## config.mk

```make
export PLATFORM = sky130hd
export DESIGN_NAME = prim_core_param
export DESIGN_NICKNAME = d
export VERILOG_FILES = /design/src/rtl/prim_core_param.sv
export SDC_FILE = /design/constraint.sdc
export NUM_CORES = 2
export LEC_CHECK = 0
export ABC_AREA = 1
export ABC_CLOCK_PERIOD_IN_PS = 7400
export CAP_MARGIN = 20
export CORE_MARGIN = 2
export CORE_UTILIZATION = 55
export DETAILED_ROUTE_END_ITERATION = 10
export GPL_ROUTABILITY_DRIVEN = 0
export PLACE_DENSITY = 0.71
export SLEW_MARGIN = 20
export SYNTH_ARGS = -nofsm -noshare
export SYNTH_HDL_FRONTEND = slang
export SYNTH_SLANG_ARGS = --single-unit
```

## constraint.sdc

```tcl
create_clock -name clk_i -period 7.4 [get_ports clk_i]
set_clock_uncertainty 0.05 [all_clocks]
set_input_delay 0.74 -clock clk_i [delete_from_list [all_inputs] [get_ports clk_i]]
set_output_delay 0.74 -clock clk_i [all_outputs]
set_load 0.02 [all_outputs]
```

## src/rtl/prim_core_param.sv

```systemverilog
// Tiny multi-cycle programmable core: loadable program memory, register file,
// signed branches and a valid-flagged result port for the HEX display path.
module prim_core_param #(
   parameter int DATA_W     = 32,
   parameter int REG_CNT    = 16,
   parameter int PROG_DEPTH = 64,
   parameter int PA_W       = $clog2(PROG_DEPTH)
) (
   input  logic              clk_i,
   input  logic              rst_ni,
   input  logic              en_i,
   input  logic              prog_we_i,
   input  logic [PA_W-1:0]   prog_addr_i,
   input  logic [31:0]       prog_data_i,
   output logic [DATA_W-1:0] result_o,
   output logic              result_valid_o,
   output logic              busy_o,
   output logic              halt_o,
   output logic              err_o
);

   localparam int RI_W = $clog2(REG_CNT);

   typedef enum logic [1:0] {
      S_IDLE,
      S_FETCH,
      S_EXEC,
      S_HALT
   } state_e;

   logic [31:0]       mem_q [PROG_DEPTH];
   state_e            state_q, state_d;
   logic [PA_W-1:0]   pc_q, pc_d;
   logic [31:0]       instr_q, instr_d;
   logic [DATA_W-1:0] rf_q [REG_CNT];
   logic [DATA_W-1:0] rf_d [REG_CNT];
   logic [DATA_W-1:0] result_q, result_d;
   logic              valid_q, valid_d;
   logic              err_q, err_d;
   logic              mem_we;

   logic [3:0]        op;
   logic [RI_W-1:0]   rd, rs1, rs2;
   logic [31:0]       imm32;
   logic [DATA_W-1:0] imm, a, b;
   logic [PA_W-1:0]   pc_br;
   logic              wr_en;
   logic [DATA_W-1:0] wr_val;

   assign op    = instr_q[31:28];
   assign rd    = instr_q[24 +: RI_W];
   assign rs1   = instr_q[20 +: RI_W];
   assign rs2   = instr_q[16 +: RI_W];
   assign imm32 = {{16{instr_q[15]}}, instr_q[15:0]};
   assign imm   = imm32[DATA_W-1:0];
   assign a     = rf_q[rs1];
   assign b     = rf_q[rs2];
   assign pc_br = pc_q + imm32[PA_W-1:0];

   always_comb begin
      state_d  = state_q;
      pc_d     = pc_q;
      instr_d  = instr_q;
      rf_d     = rf_q;
      result_d = result_q;
      valid_d  = 1'b0;
      err_d    = err_q;
      mem_we   = 1'b0;
      wr_en    = 1'b0;
      wr_val   = '0;
      unique case (state_q)
         S_IDLE: begin
            mem_we = prog_we_i;
            if (en_i) begin
               state_d = S_FETCH;
               pc_d    = '0;
            end
         end
         S_FETCH: begin
            if (en_i) begin
               instr_d = mem_q[pc_q];
               state_d = S_EXEC;
            end
         end
         S_EXEC: begin
            pc_d    = pc_q + PA_W'(1);
            state_d = S_FETCH;
            unique case (op)
               4'h0: wr_en = 1'b0;
               4'h1: begin wr_en = 1'b1; wr_val = imm;   end
               4'h2: begin wr_en = 1'b1; wr_val = a + b; end
               4'h3: begin wr_en = 1'b1; wr_val = a - b; end
               4'h4: begin wr_en = 1'b1; wr_val = a & b; end
               4'h5: begin wr_en = 1'b1; wr_val = a | b; end
               4'h6: begin wr_en = 1'b1; wr_val = a ^ b; end
               4'h7: begin
                  wr_en  = 1'b1;
                  wr_val = {{(DATA_W-1){1'b0}},
                            ($signed(a) < $signed(b))};
               end
               4'h8: if (a == b) pc_d = pc_br;
               4'h9: if ($signed(a) < $signed(b)) pc_d = pc_br;
               4'hA: pc_d = pc_br;
               4'hB: begin
                  result_d = a;
                  valid_d  = 1'b1;
               end
               4'hF: state_d = S_HALT;
               default: begin
                  state_d = S_HALT;
                  err_d   = 1'b1;
               end
            endcase
            // r0 stays zero by never accepting a write
            if (wr_en && rd != '0) rf_d[rd] = wr_val;
         end
         S_HALT: begin
            if (!en_i) begin
               state_d = S_IDLE;
               err_d   = 1'b0;
            end
         end
         default: state_d = S_IDLE;
      endcase
   end

   always_ff @(posedge clk_i or negedge rst_ni) begin
      if (!rst_ni) begin
         state_q  <= S_IDLE;
         pc_q     <= '0;
         instr_q  <= '0;
         result_q <= '0;
         valid_q  <= 1'b0;
         err_q    <= 1'b0;
         for (int i = 0; i < REG_CNT; i++) rf_q[i] <= '0;
      end else begin
         state_q  <= state_d;
         pc_q     <= pc_d;
         instr_q  <= instr_d;
         result_q <= result_d;
         valid_q  <= valid_d;
         err_q    <= err_d;
         rf_q     <= rf_d;
      end
   end

   // program memory survives reset
   always_ff @(posedge clk_i) begin
      if (mem_we) mem_q[prog_addr_i] <= prog_data_i;
   end

   assign result_o       = result_q;
   assign result_valid_o = valid_q;
   assign busy_o         = (state_q == S_FETCH) || (state_q == S_EXEC);
   assign halt_o         = (state_q == S_HALT);
   assign err_o          = err_q;

endmodule

```

==> impl_metrics.csv <==
group,metric,value,unit
global_routing,grt_max_degree,204,
clock_network,ctsResizeCount,0,
clock_network,cts_setup_buffers,0,
floorplanning,die_height,467,um
logic_synthesis,ys_async_sr_fraction,22.2,%
logic_synthesis,avgSynthCellArea,10.2,um^2
timing,slew_violations,0,
worst_setup_path,critical_path_arrival,6160,ps
timing,setup_viol,0,
timing,finalHoldViolations,0,
logic_synthesis,netlist_area,118000,um^2
worst_setup_path,endpoint_kind,"flip-flop",
clock_network,tritoncts,"built",
timing,finalSetupTns,0,ps
route,drt_iter0_markers,14100,
timing,setup_ws,1950,ps
floorplanning,core_area,213000,um^2
logic_synthesis,synth_xor_area_share,0.0744,%
clock_network,cts_sinks,2634,
final_layout,final_area,130000,um^2
logic_synthesis,synth-compound-area-share,14.1,%
timing,fmax,184,MHz
placed_design,dpl-instance-area,121000,um^2
floorplanning,die_area,218000,um^2
logic_synthesis,synthMuxAreaShare,0.111,%
worst_setup_path,reg2reg_from,"instr_q[20]",
final_layout,syn2layout_area_growth,10.3,%
power_and_ir_drop,leakagePower,48.3,nW
worst_setup_path,ff2ff_path_depth,20,
placed_design,port_buffers,77,
outcome,status,"completed",
logic_synthesis,seq_area_frac_synth,64.7,%
clock_network,clockBufferDepth,4,
timing,min_period,5450,ps
logic_synthesis,synthAdderAreaFrac,1.21,%
logic_synthesis,synth-main-ff-cell,"edfxtp_1",
global_routing,antenna_found_initial,16,
clock_network,htree_num_levels,5,
min_path,min_path_cells,1,
route,viasPerCell,6.39,
floorplanning,ios,78,
final_layout,nNetsFinal,11400,
clock_network,holdBufCountCts,1,
logic_synthesis,synth_top_family_by_area,"simple AND/OR/NAND/NOR gates",
worst_setup_path,crit_type,"reg2reg",
route,drt_wl_total,366000,um
final_layout,multi_input_area,36400,um^2
clock_network,numCtsBuffers,287,
global_routing,grt_overflow,0,
route,routedWlPerCell,25.6,um
floorplanning,row_count,169,
min_path,hp-start,"prog_data_i[29]",
timing,max_slew.worst_pin.slew,1260,ps
min_path,hp-class,"in2reg",
logic_synthesis,synth_fp_nets,11700,
route,drc,0,
floorplanning,start_util,55.4,%
worst_setup_path,cp-start-kind,"flip-flop",
route,vias,91300,
logic_synthesis,synth_area_leaders,"edfxtp_1 52%, dfrtp_1 12%, nand2_1 7.2%",
logic_synthesis,synth_edf_count,2048,
worst_setup_path,critPathLaunch,"instr_q[20]",
final_layout,nFillCells,16800,
logic_synthesis,syn-instance-count,11500,
timing,rsz0062_at_grt,"no",
clock_network,cts-root-buf,"clkbuf_16",
global_routing,grt_pass1_wl,541000,um
route,ant_nets,0,
run,maxCapViolations,0,
power_and_ir_drop,p_per_area,430,nW/um^2
timing,slew-limit-headroom,15.6,%
logic_synthesis,synth_cell_types,57,
floorplanning,die_w,467,um
placed_design,dp_slack,2260,ps
power_and_ir_drop,irDropWorstVdd,0.401,mV
route,dr.pass1.iters,10,
clock_network,clkLatencyLatePin,970,ps
clock_network,path_clk_slew,60,ps
placed_design,dp_hpwl,197000,um
final_layout,final-seq-area,76200,um^2
global_routing,grt_pass1_vias,86800,
worst_setup_path,cp.required,8110,ps
logic_synthesis,yosys_warnings,0,
timing,fin_crit_sh,73.6,%
worst_setup_path,critPathMaxFanout,92,
logic_synthesis,synth_top_cell_area_share,52.2,%
final_layout,drive_gt1_share,7.11,%
global_routing,grt_use_total,33.0,%
logic_synthesis,yosys.area.top_type,"edfxtp_1",
logic_synthesis,synth_simple_gate_area_share,14.9,%
logic_synthesis,synth-seq-cells,2634,
==> area by class of cell <==
cell class	instances	share of cell area, %
Clock buffer	355	5.90
Antenna cell	12	0.0231
Sequential cell	2634	58.7
Multi-Input combinational cell	7498	28.0
Timing Repair Buffer	287	1.91
Inverter	559	1.64
Clock inverter	127	1.10
Tap cell	2821	2.72
==> power breakdown <==
part	internal, mW	switching, mW
clock	8.39	5.74
sequential	17.0	1.12
combinational	6.32	17.3
==> cell families after synthesis <==
kind of cell | after synthesis
flip-flops | 2634
multiplexers | 13
adder cells (fa/ha/maj) | 112
AND/OR/NAND/NOR | 4339
buffers and inverters | 1410
AO/OA/AOI/OAI | 3024
XOR/XNOR | 10
==> sequential cells by signal (all words and copies together), names as in the netlist <==
name / cells
state_q: 2
mem_q: 2048
pc_q: 6
err_o: 1
result_valid_o: 1
result_o: 32
rf_q: 512
instr_q: 32
==> through the flow <==
step	total power [mW]	cells	utilization, %	hold WS, ps
after floorplan	33.5	11500	-	390
final	55.9	14300	61.1	299
after CTS	55.0	14300	61.1	343
after global routing	58.4	14300	61.1	304
after detailed placement	40.9	13800	56.8	331
after global placement	40.4	13800	56.8	325
==> worst max-delay path, stage by stage, from the launching register on <==
cell and delay, ps:
dfrtp_4 1010, buf_12 390, buf_4 530, buf_4 280, o211ai_1 110, nand3_1 110, nand3_1 90, nand2_1 160
inv_1 80, ha_1 460, inv_1 130, a21oi_1 290, nor2_1 80, nor2_1 130, o21ai_0 180, inv_1 110
nand3_1 90, nand3_1 110, nand3_1 470, nand2_1 210, nand2_1 90
==> routing by layer <==
| layer | GRT usage, % | vias up | part of all wire (%) |
|---|---|---|---|
| met5 | 0 | - | 0.014 |
| met4 | 18.0 | 8 | 5.9 |
| met3 | 7.76 | 1274 | 12 |
| met2 | 50.8 | 6049 | 45 |
| met1 | 43.5 | 44000 | 37 |
| li1 | - | 39900 | - |
==> Yosys cell counts (3+ instances only) <==
master    number
nand2_1     2258
edfxtp_1    2048
o21ai_0     1599
nor2_1      1281
nand3_1      717
dfrtp_1      586
a21oi_1      557
inv_1        515
o22ai_1      505
clkbuf_1     494
buf_2        239
o211ai_1     118
ha_1         109
o221ai_1      94
o21ai_1       81
buf_1         77
inv_2         40
buf_4         36
nand4_1       19
nor3_1        18
nand3_2       17
a31oi_1       14
mux2i_1       13
a221oi_1      12
a211oi_1      10
o21bai_1      10
nor2_2         7
xor2_1         6
a21oi_2        5
nor2_4         5
clkinv_1       4
nor4_1         4
xnor2_1        4
buf_6          3
fa_1           3
nand2_2        3
o211ai_2       3
==> cells in the final DEF, fill, tap and decap left out, types with 11 or more instances in the layout <==
cell,instances
clkinv_2,34
ha_1,109
clkbuf_1,52
a21oi_1,557
nand3_1,717
nand3_2,17
buf_12,21
a221oi_1,12
clkdlybuf4s50_1,44
o21ai_0,1599
nand2_1,2254
o22ai_1,505
clkinv_1,47
o221ai_1,94
inv_2,38
clkbuf_8,11
o211ai_1,118
inv_1,511
nor3_1,17
nor2_1,1213
dfrtp_1,572
a31oi_1,14
edfxtp_1,2048
nand4_1,19
clkbuf_16,292
bufinv_16,31
buf_4,193
diode_2,12
mux2i_1,13
buf_2,26
o21ai_1,81
nor2_4,75
==> final timing paths <==
path | end | slack [ps]
max in group asynchronous | rf_q[378] | 5140
hold reg to reg | rf_q[488] | 350
hold / removal | mem_q[12][29] | 300
min in group asynchronous | rf_q[5] | 390
setup reg to reg | rf_q[246] | 1950
setup / recovery | rf_q[246] | 1950
Note: power is estimated with default switching activity, not from simulation.
